File: src/rtl/hazard_scoreboard.sv
// RAW hazard detector for a no-forwarding pipeline: decodes the decode-stage sources and
// tracks in-flight destination writes in a shift-register scoreboard, one entry per stage.
module hazard_scoreboard #(
    parameter int DEPTH     = 3,
    parameter int RF_BYPASS = 1,
    parameter int CNT_W     = 16
) (
    input  logic             clk,
    input  logic             rst,
    input  logic [15:0]      id_instr,
    input  logic             id_valid,
    input  logic             flush,
    input  logic             freeze,
    output logic             stall,
    output logic [DEPTH-1:0] sb_valid,
    output logic [CNT_W-1:0] stall_cnt
);
    // Entries at index CHK and beyond are covered by the register-file bypass.
    localparam int CHK = DEPTH - RF_BYPASS;
    localparam logic [CNT_W-1:0] CNT_ONE = {{(CNT_W-1){1'b0}}, 1'b1};

    logic [4:0] op;
    logic [2:0] rs;
    logic [2:0] rt;
    logic       rs_used;
    logic       rt_used;
    logic       dest_valid;
    logic [2:0] dest;
    logic       rs_hit;
    logic       rt_hit;
    logic [2:0] sb_reg [DEPTH];
    logic       unused_lsb;

    function automatic logic [CNT_W-1:0] sat_inc(input logic [CNT_W-1:0] v);
        return (&v) ? v : v + CNT_ONE;
    endfunction

    assign op         = id_instr[15:11];
    assign rs         = id_instr[10:8];
    assign rt         = id_instr[7:5];
    assign unused_lsb = ^id_instr[1:0];

    always_comb begin
        rs_used    = 1'b1;
        rt_used    = 1'b0;
        dest_valid = 1'b1;
        dest       = id_instr[4:2];
        casez (op)
            5'b000??: begin rs_used = 1'b0; dest_valid = 1'b0; end
            5'b00100: begin rs_used = 1'b0; dest_valid = 1'b0; end
            5'b00101: dest_valid = 1'b0;
            5'b00110: begin rs_used = 1'b0; dest = 3'd7; end
            5'b00111: dest = 3'd7;
            5'b010??: dest = id_instr[7:5];
            5'b011??: dest_valid = 1'b0;
            5'b10000: begin rt_used = 1'b1; dest_valid = 1'b0; end
            5'b10001: dest = id_instr[7:5];
            5'b10010: dest = id_instr[10:8];
            5'b10011: begin rt_used = 1'b1; dest = id_instr[10:8]; end
            5'b101??: dest = id_instr[7:5];
            5'b11000: begin rs_used = 1'b0; dest = id_instr[10:8]; end
            5'b11001: dest = id_instr[4:2];
            5'b1101?: rt_used = 1'b1;
            5'b111??: rt_used = 1'b1;
            default:  dest_valid = 1'b1;
        endcase
    end

    always_comb begin
        rs_hit = 1'b0;
        rt_hit = 1'b0;
        for (int k = 0; k < CHK; k++) begin
            if (sb_valid[k] && sb_reg[k] == rs) rs_hit = 1'b1;
            if (sb_valid[k] && sb_reg[k] == rt) rt_hit = 1'b1;
        end
    end

    assign stall = id_valid & ~flush & ~rst & ((rs_used & rs_hit) | (rt_used & rt_hit));

    // Scoreboard shift: a stalled or squashed decode slot enters EX as a bubble.
    always_ff @(posedge clk) begin
        if (rst) begin
            sb_valid  <= '0;
            stall_cnt <= '0;
            for (int k = 0; k < DEPTH; k++) sb_reg[k] <= '0;
        end else if (!freeze) begin
            for (int k = 1; k < DEPTH; k++) begin
                sb_valid[k] <= sb_valid[k-1];
                sb_reg[k]   <= sb_reg[k-1];
            end
            sb_valid[0] <= id_valid & dest_valid & ~stall & ~flush;
            sb_reg[0]   <= dest;
            if (stall) stall_cnt <= sat_inc(stall_cnt);
        end
    end

endmodule

File: config.mk
export PLATFORM = sky130hd
export DESIGN_NAME = hazard_scoreboard
export DESIGN_NICKNAME = d
export VERILOG_FILES = /design/src/rtl/hazard_scoreboard.sv
export SDC_FILE = /design/constraint.sdc
export NUM_CORES = 1
export LEC_CHECK = 0
export BUFFER_PORTS_ARGS = -buffer_cell sky130_fd_sc_hd__buf_2
export CORE_ASPECT_RATIO = 1.75
export CORE_UTILIZATION = 52
export CTS_CLUSTER_DIAMETER = 120
export DETAILED_ROUTE_END_ITERATION = 10
export MAX_ROUTING_LAYER = met4
export PLACE_DENSITY = 0.86
export SETUP_SLACK_MARGIN = 0.1
export SYNTH_ARGS = -nofsm -noshare
export SYNTH_HDL_FRONTEND = slang
export SYNTH_SLANG_ARGS = --single-unit
File: constraint.sdc
create_clock -name clk -period 2.62 [get_ports clk]
set_input_delay 0 -clock clk [delete_from_list [all_inputs] [get_ports clk]]
set_output_delay 0 -clock clk [all_outputs]
set_load 0.005 [all_outputs]
======== Word-level counts from Yosys, hierarchy flattened ========
Memories as Yosys holds them, arrays and structs flattened.
Index checks and enable logic that the tools add are counted.
storage, ports and cells
  bits in registers ....................... 19
  RAM bits ................................ 9
  output and inout port bits .............. 20
  word-level logic and storage cells ...... 68
  memories kept ........................... 1
cells by class
  add/subtract/negate cells ............... 1
  eq/ne operators ......................... 18
  mux-type cells .......................... 16
  bitwise gates (word level) .............. 17
  reductions and logical operators ........ 13
memories
  name    words  bits a word  read ports  clocked after Yosys merged registers in  wr ports  line  source
  sb_reg  3      3            2           0                                        3         31    logic [2:0] sb_reg [DEPTH];
operators by type and width
  cell                     number
  $eq A5 B5 Y1 const B     5
  $eq A5 B3 Y1 const B     4
  $add A16 B1 Y16 const B  1
  $reduce_and A16 Y1       1
  $eq A3 B3 Y1             4
  $mux W1                  12
  $mux W3                  3
  $pmux W3 S3              1
  $and A1 B1 Y1            8
  $reduce_or A4 Y1         2
  $eq A3 B2 Y1 const B     2
  $eq A3 B3 Y1 const B     2
  $reduce_or A3 Y1         2
  $not A1 Y1               5
  $reduce_or A5 Y1         1
  $eq A4 B4 Y1 const B     1
  $logic_and A1 B1 Y1      4
  $or A1 B1 Y1             4
  $logic_not A3 Y1         1
  $reduce_and A3 Y1        1
  $reduce_or A2 Y1         1

======== Depth between registers and ports, before layout ========
  word-level depth ........................ 10
  depth in mapped cells ................... 9
  gate-level depth less buffers ........... 7

======== Least setup slack after synthesis ========
OpenSTA, ideal clock, no wires.
  path type ............................... register to register
  start point ............................. reg stall_cnt[0]
  end point ............................... reg stall_cnt[10]
  library setup time ...................... 0.070 ns
  arrival ................................. 1.987 ns
  data required time ...................... 2.550 ns
  slack ................................... 0.563 ns
  stages on the path, launching flop included .. 9
  buffers on the path ..................... 1
  path through ............................ dfxtp_1 -> ha_1 -> nand3_1 -> nor2_1 -> a31o_2 -> clkbuf_1 -> a21oi_2 -> or4b_1 -> a21oi_1
on the way
  cells in the longest elaborated chain, start to end .. 3
  elaborated cells on any way between the ends .. 4
ends and longest elaborated chain
  what                                                     line  source
  start: declaration                                       16    output logic [CNT_W-1:0] stall_cnt
  start signal: assignment                                 93    if (stall) stall_cnt <= sat_inc(stall_cnt);
  branches (longest 3 deep; another with $add A16 B1 Y16)  --
Several ways; the timed one is not identified.
A chain may end at the register's enable or synchronous reset.

======== Worst setup path after layout ========
  start point ............................. reg stall_cnt[0]
  end point ............................... reg stall_cnt[11]
The elaborated chain is that of the path after synthesis.

==> flow_summary.ini <==
[worst_hold_path]
classification_of_the_worst_slack_hold_path = in -> reg

[power]
power_leakage_uw = 0.0006309
net_switching_power_uw = 179.7
power.share.clock = 0.311
finalPower_uw = 733.9
power_per_cell_area_nw_per_um2 = 414.8
intPower_uw = 554.2
seq_power_share = 0.563
switching_share = 0.2449
max-vdd-ir-drop_uv = 278.8
pwr-share-comb = 0.126

[logic_synthesis]
yosysWarnings = 0
synth_top_cell_by_area = sky130_fd_sc_hd__dfxtp_1
synth_enable_flop_cells = 6
synthesis.area_um2 = 1555
ys_top_cells_by_area = sky130_fd_sc_hd__dfxtp_1 (24%), sky130_fd_sc_hd__edfxtp_1 (12%), sky130_fd_sc_hd__xnor2_1 (10%), sky130_fd_sc_hd__a21oi_1 (5.1%), sky130_fd_sc_hd__nor2_1 (3.9%)
synthDistinctLibCells = 42
ys_seq_elements = 25
syn-mean-instance-area_um2 = 8.452
netlist_instances = 184
synth_top_cell_area_share = 0.2446
asyncSetResetFlopFracSynth = 0
synth_sequential_area_ratio = 0.3604
ys_flop_type = sky130_fd_sc_hd__dfxtp_1
syn_nets = 206

[floorplan]
floorplan.initialDensity = 0.5587
die-area_um2 = 3222
core_region_area_um2 = 2784
floorplan.die.height_um = 74.35
io-pin-count = 41
row_count = 25
die_width_um = 43.34

[final_layout]
nets = 239
largest_register_ff_count = 16
n_antenna_cell = 0
non_filler_cells_in_the_finished_layout = 243
multiInputGateArea_um2 = 917.1
post_layout_util = 0.6355
layout.area.seq_um2 = 560.5
layout.filler_cells = 249
area_growth_pct = 13.76
fraction_of_final_layout_cells_sized_beyond_drive_strength_1 = 0.2222

[clock_network]
cts.hold.buffers_added = 0
cts-resized-gates = 0
tritoncts_clock_tree = yes
htree_levels = 1
cts_buffer_depth = 2
clockRootBuffer = sky130_fd_sc_hd__clkbuf_8
clk_transition_reported_paths_ps = 90
clk_sinks = 25
cts-buffers-inserted = 3
post-cts-setup-buffers = 0
clk-insertion-delay-late_ps = 270

[drt]
totalWireLength_um = 3351
routed_wire_length_per_instance_um = 13.79
avgViaCountPerCell = 6.070
dr.first_iter.drc_count = 48
ant_nets = 0
drt_first_pass_iters = 7
detailroute.via_count = 1475
post-route-drc-count = 5

[timing]
fin_tns_setup_ps = 0
timing.final.max_slew_violations = 0
timing_worst_slew_pin_value_ps = 481.0
maxClockFrequency_mhz = 435.3
setup_viol_count_final = 0
report.final.hold_viol_count = 0
timing.slew.headroom = 0.6710
layout_min_cycle_time_ps = 2297
grt_setup_unrepaired = no
fin_crit_sh = 0.8769
skew_ps = 6.979

[global_routing]
number_of_antenna_violations_at_the_first_check_in_global_routing = 0
grt_pass1_wl_um = 5816
grt-ovfl-total = 0
pin_count_of_the_biggest_net_entering_global_routing = 22
first_global_vias = 1385
grt_most_used_layer = met2
use_met2 = 0.4108
globalRouteTotalUtil = 0.2387
grt.met1_usage = 0.2783
met3_demand_to_capacity_share_in_global_routing = 0.02427

[worst_setup_path]
crit_start_category = flip-flop
worst_ep_arrival_time_ps = 2500
crit_type = reg -> reg
crit_path_max_fanout = 20
critical_path_required_ps = 2820
end_kind = flip-flop

[place]
hpwl_um = 2524
place.port_buffers = 38
cell_total_after_placement = 239
gp_routability_congestion = 0.8421

[outcome]
violations = DRC
outcome = finished with violations

[run]
timing.max_cap.violations = 0
## area by class of cell
class / instances / share of cell area
repair buffers: 38 / 0.1075
well taps: 27 / 0.01909
clock buffers: 4 / 0.02546
inverters: 6 / 0.01273
multi-input cells: 143 / 0.5184
flip-flops and latches: 25 / 0.3168
## cell usage after synthesis, types with 5 or more instances
master,number
sky130_fd_sc_hd__dfxtp_1,19
sky130_fd_sc_hd__xnor2_1,18
sky130_fd_sc_hd__a21oi_1,16
sky130_fd_sc_hd__nor2_1,16
sky130_fd_sc_hd__nand2_1,12
sky130_fd_sc_hd__o21ai_0,9
sky130_fd_sc_hd__nand4_1,8
sky130_fd_sc_hd__clkbuf_1,6
sky130_fd_sc_hd__edfxtp_1,6
sky130_fd_sc_hd__inv_1,6
sky130_fd_sc_hd__nand3_1,5
sky130_fd_sc_hd__o31ai_1,5
sky130_fd_sc_hd__or4_1,5
## through the flow
| step | instance area [um2] | setup slack, ps | hold slack, ps |
|---|---|---|---|
| 2_1_floorplan | 1555 | 562.6 | 255.1 |
| 3_3_place_gp | 1724 | 367.2 | 371.1 |
| 3_5_place_dp | 1724 | 345.2 | 379.7 |
| 4_1_cts | 1769 | 319.9 | 106.2 |
| 5_1_grt | 1769 | 200.7 | 136.9 |
| 6_report | 1769 | 322.6 | 113.0 |
## critical path: stages, from the launching register on
cell                      delay [ps]
sky130_fd_sc_hd__dfxtp_1         370
sky130_fd_sc_hd__ha_1            230
sky130_fd_sc_hd__nand3_1         170
sky130_fd_sc_hd__nor2_1          120
sky130_fd_sc_hd__a31o_2          390
sky130_fd_sc_hd__or4_1           510
sky130_fd_sc_hd__or3_1           310
sky130_fd_sc_hd__a21oi_1         130
## power by group through the flow
| stage | Sequential, uW | Combinational, uW | Clock (uW) |
|---|---|---|---|
| 6_report | 414 | 92.5 | 228 |
| 5_1_grt | 414 | 104 | 247 |
| 4_1_cts | 413 | 92.5 | 230 |
| 3_5_place_dp | 423 | 92.3 | 0 |
| 3_3_place_gp | 422 | 90.9 | 0 |
| 2_1_floorplan | 420 | 64.2 | 0 |
## cell usage in the layout (no fill, tap or decap), types with 3 or more instances in the layout
cell type	n
sky130_fd_sc_hd__a31oi_1	3
sky130_fd_sc_hd__nand4_1	8
sky130_fd_sc_hd__clkbuf_8	3
sky130_fd_sc_hd__nand2b_1	4
sky130_fd_sc_hd__inv_1	6
sky130_fd_sc_hd__nor3_1	4
sky130_fd_sc_hd__nand3b_1	4
sky130_fd_sc_hd__and2_1	3
sky130_fd_sc_hd__dfxtp_1	19
sky130_fd_sc_hd__o31ai_1	5
sky130_fd_sc_hd__nand2_1	12
sky130_fd_sc_hd__buf_2	38
sky130_fd_sc_hd__a21oi_1	16
sky130_fd_sc_hd__a211oi_1	4
sky130_fd_sc_hd__nor2_1	16
sky130_fd_sc_hd__nand3_1	5
sky130_fd_sc_hd__xnor2_1	18
sky130_fd_sc_hd__o21ai_0	9
sky130_fd_sc_hd__edfxtp_1	6
sky130_fd_sc_hd__o41ai_1	3
sky130_fd_sc_hd__or4_1	5
## final timing paths
| check | startpoint | slack [ps] | to | cells past startpoint |
|---|---|---|---|---|
| max reg2reg | stall_cnt[0]$_SDFFE_PP0P_ | 320 | stall_cnt[11]$_SDFFE_PP0P_ | 7 |
| min reg2reg | stall_cnt[12]$_SDFFE_PP0P_ | 500 | stall_cnt[12]$_SDFFE_PP0P_ | 2 |
| min | freeze | 110 | sb_valid[0]$_SDFFE_PP0N_ | 2 |
| max | stall_cnt[0]$_SDFFE_PP0P_ | 320 | stall_cnt[11]$_SDFFE_PP0P_ | 7 |
## routing by layer
| layer | wire length (um) | part of all wire |
|---|---|---|
| met4 | 62 | 0.019 |
| met5 | 0 | 0 |
| met2 | 1783 | 0.53 |
| met3 | 85 | 0.025 |
| met1 | 1420 | 0.42 |
## cells by family after synthesis
kind of cell,after synthesis,synth area share
multiplexers,2,0.01287
XOR/XNOR,18,0.1014
adder cells (fa/ha/maj),1,0.008044
buffers and inverters,16,0.04988
flip-flops,25,0.3604
AO/OA/AOI/OAI,50,0.2100
AND/OR/NAND/NOR,72,0.2575
Power figures use the tool's default switching activity.
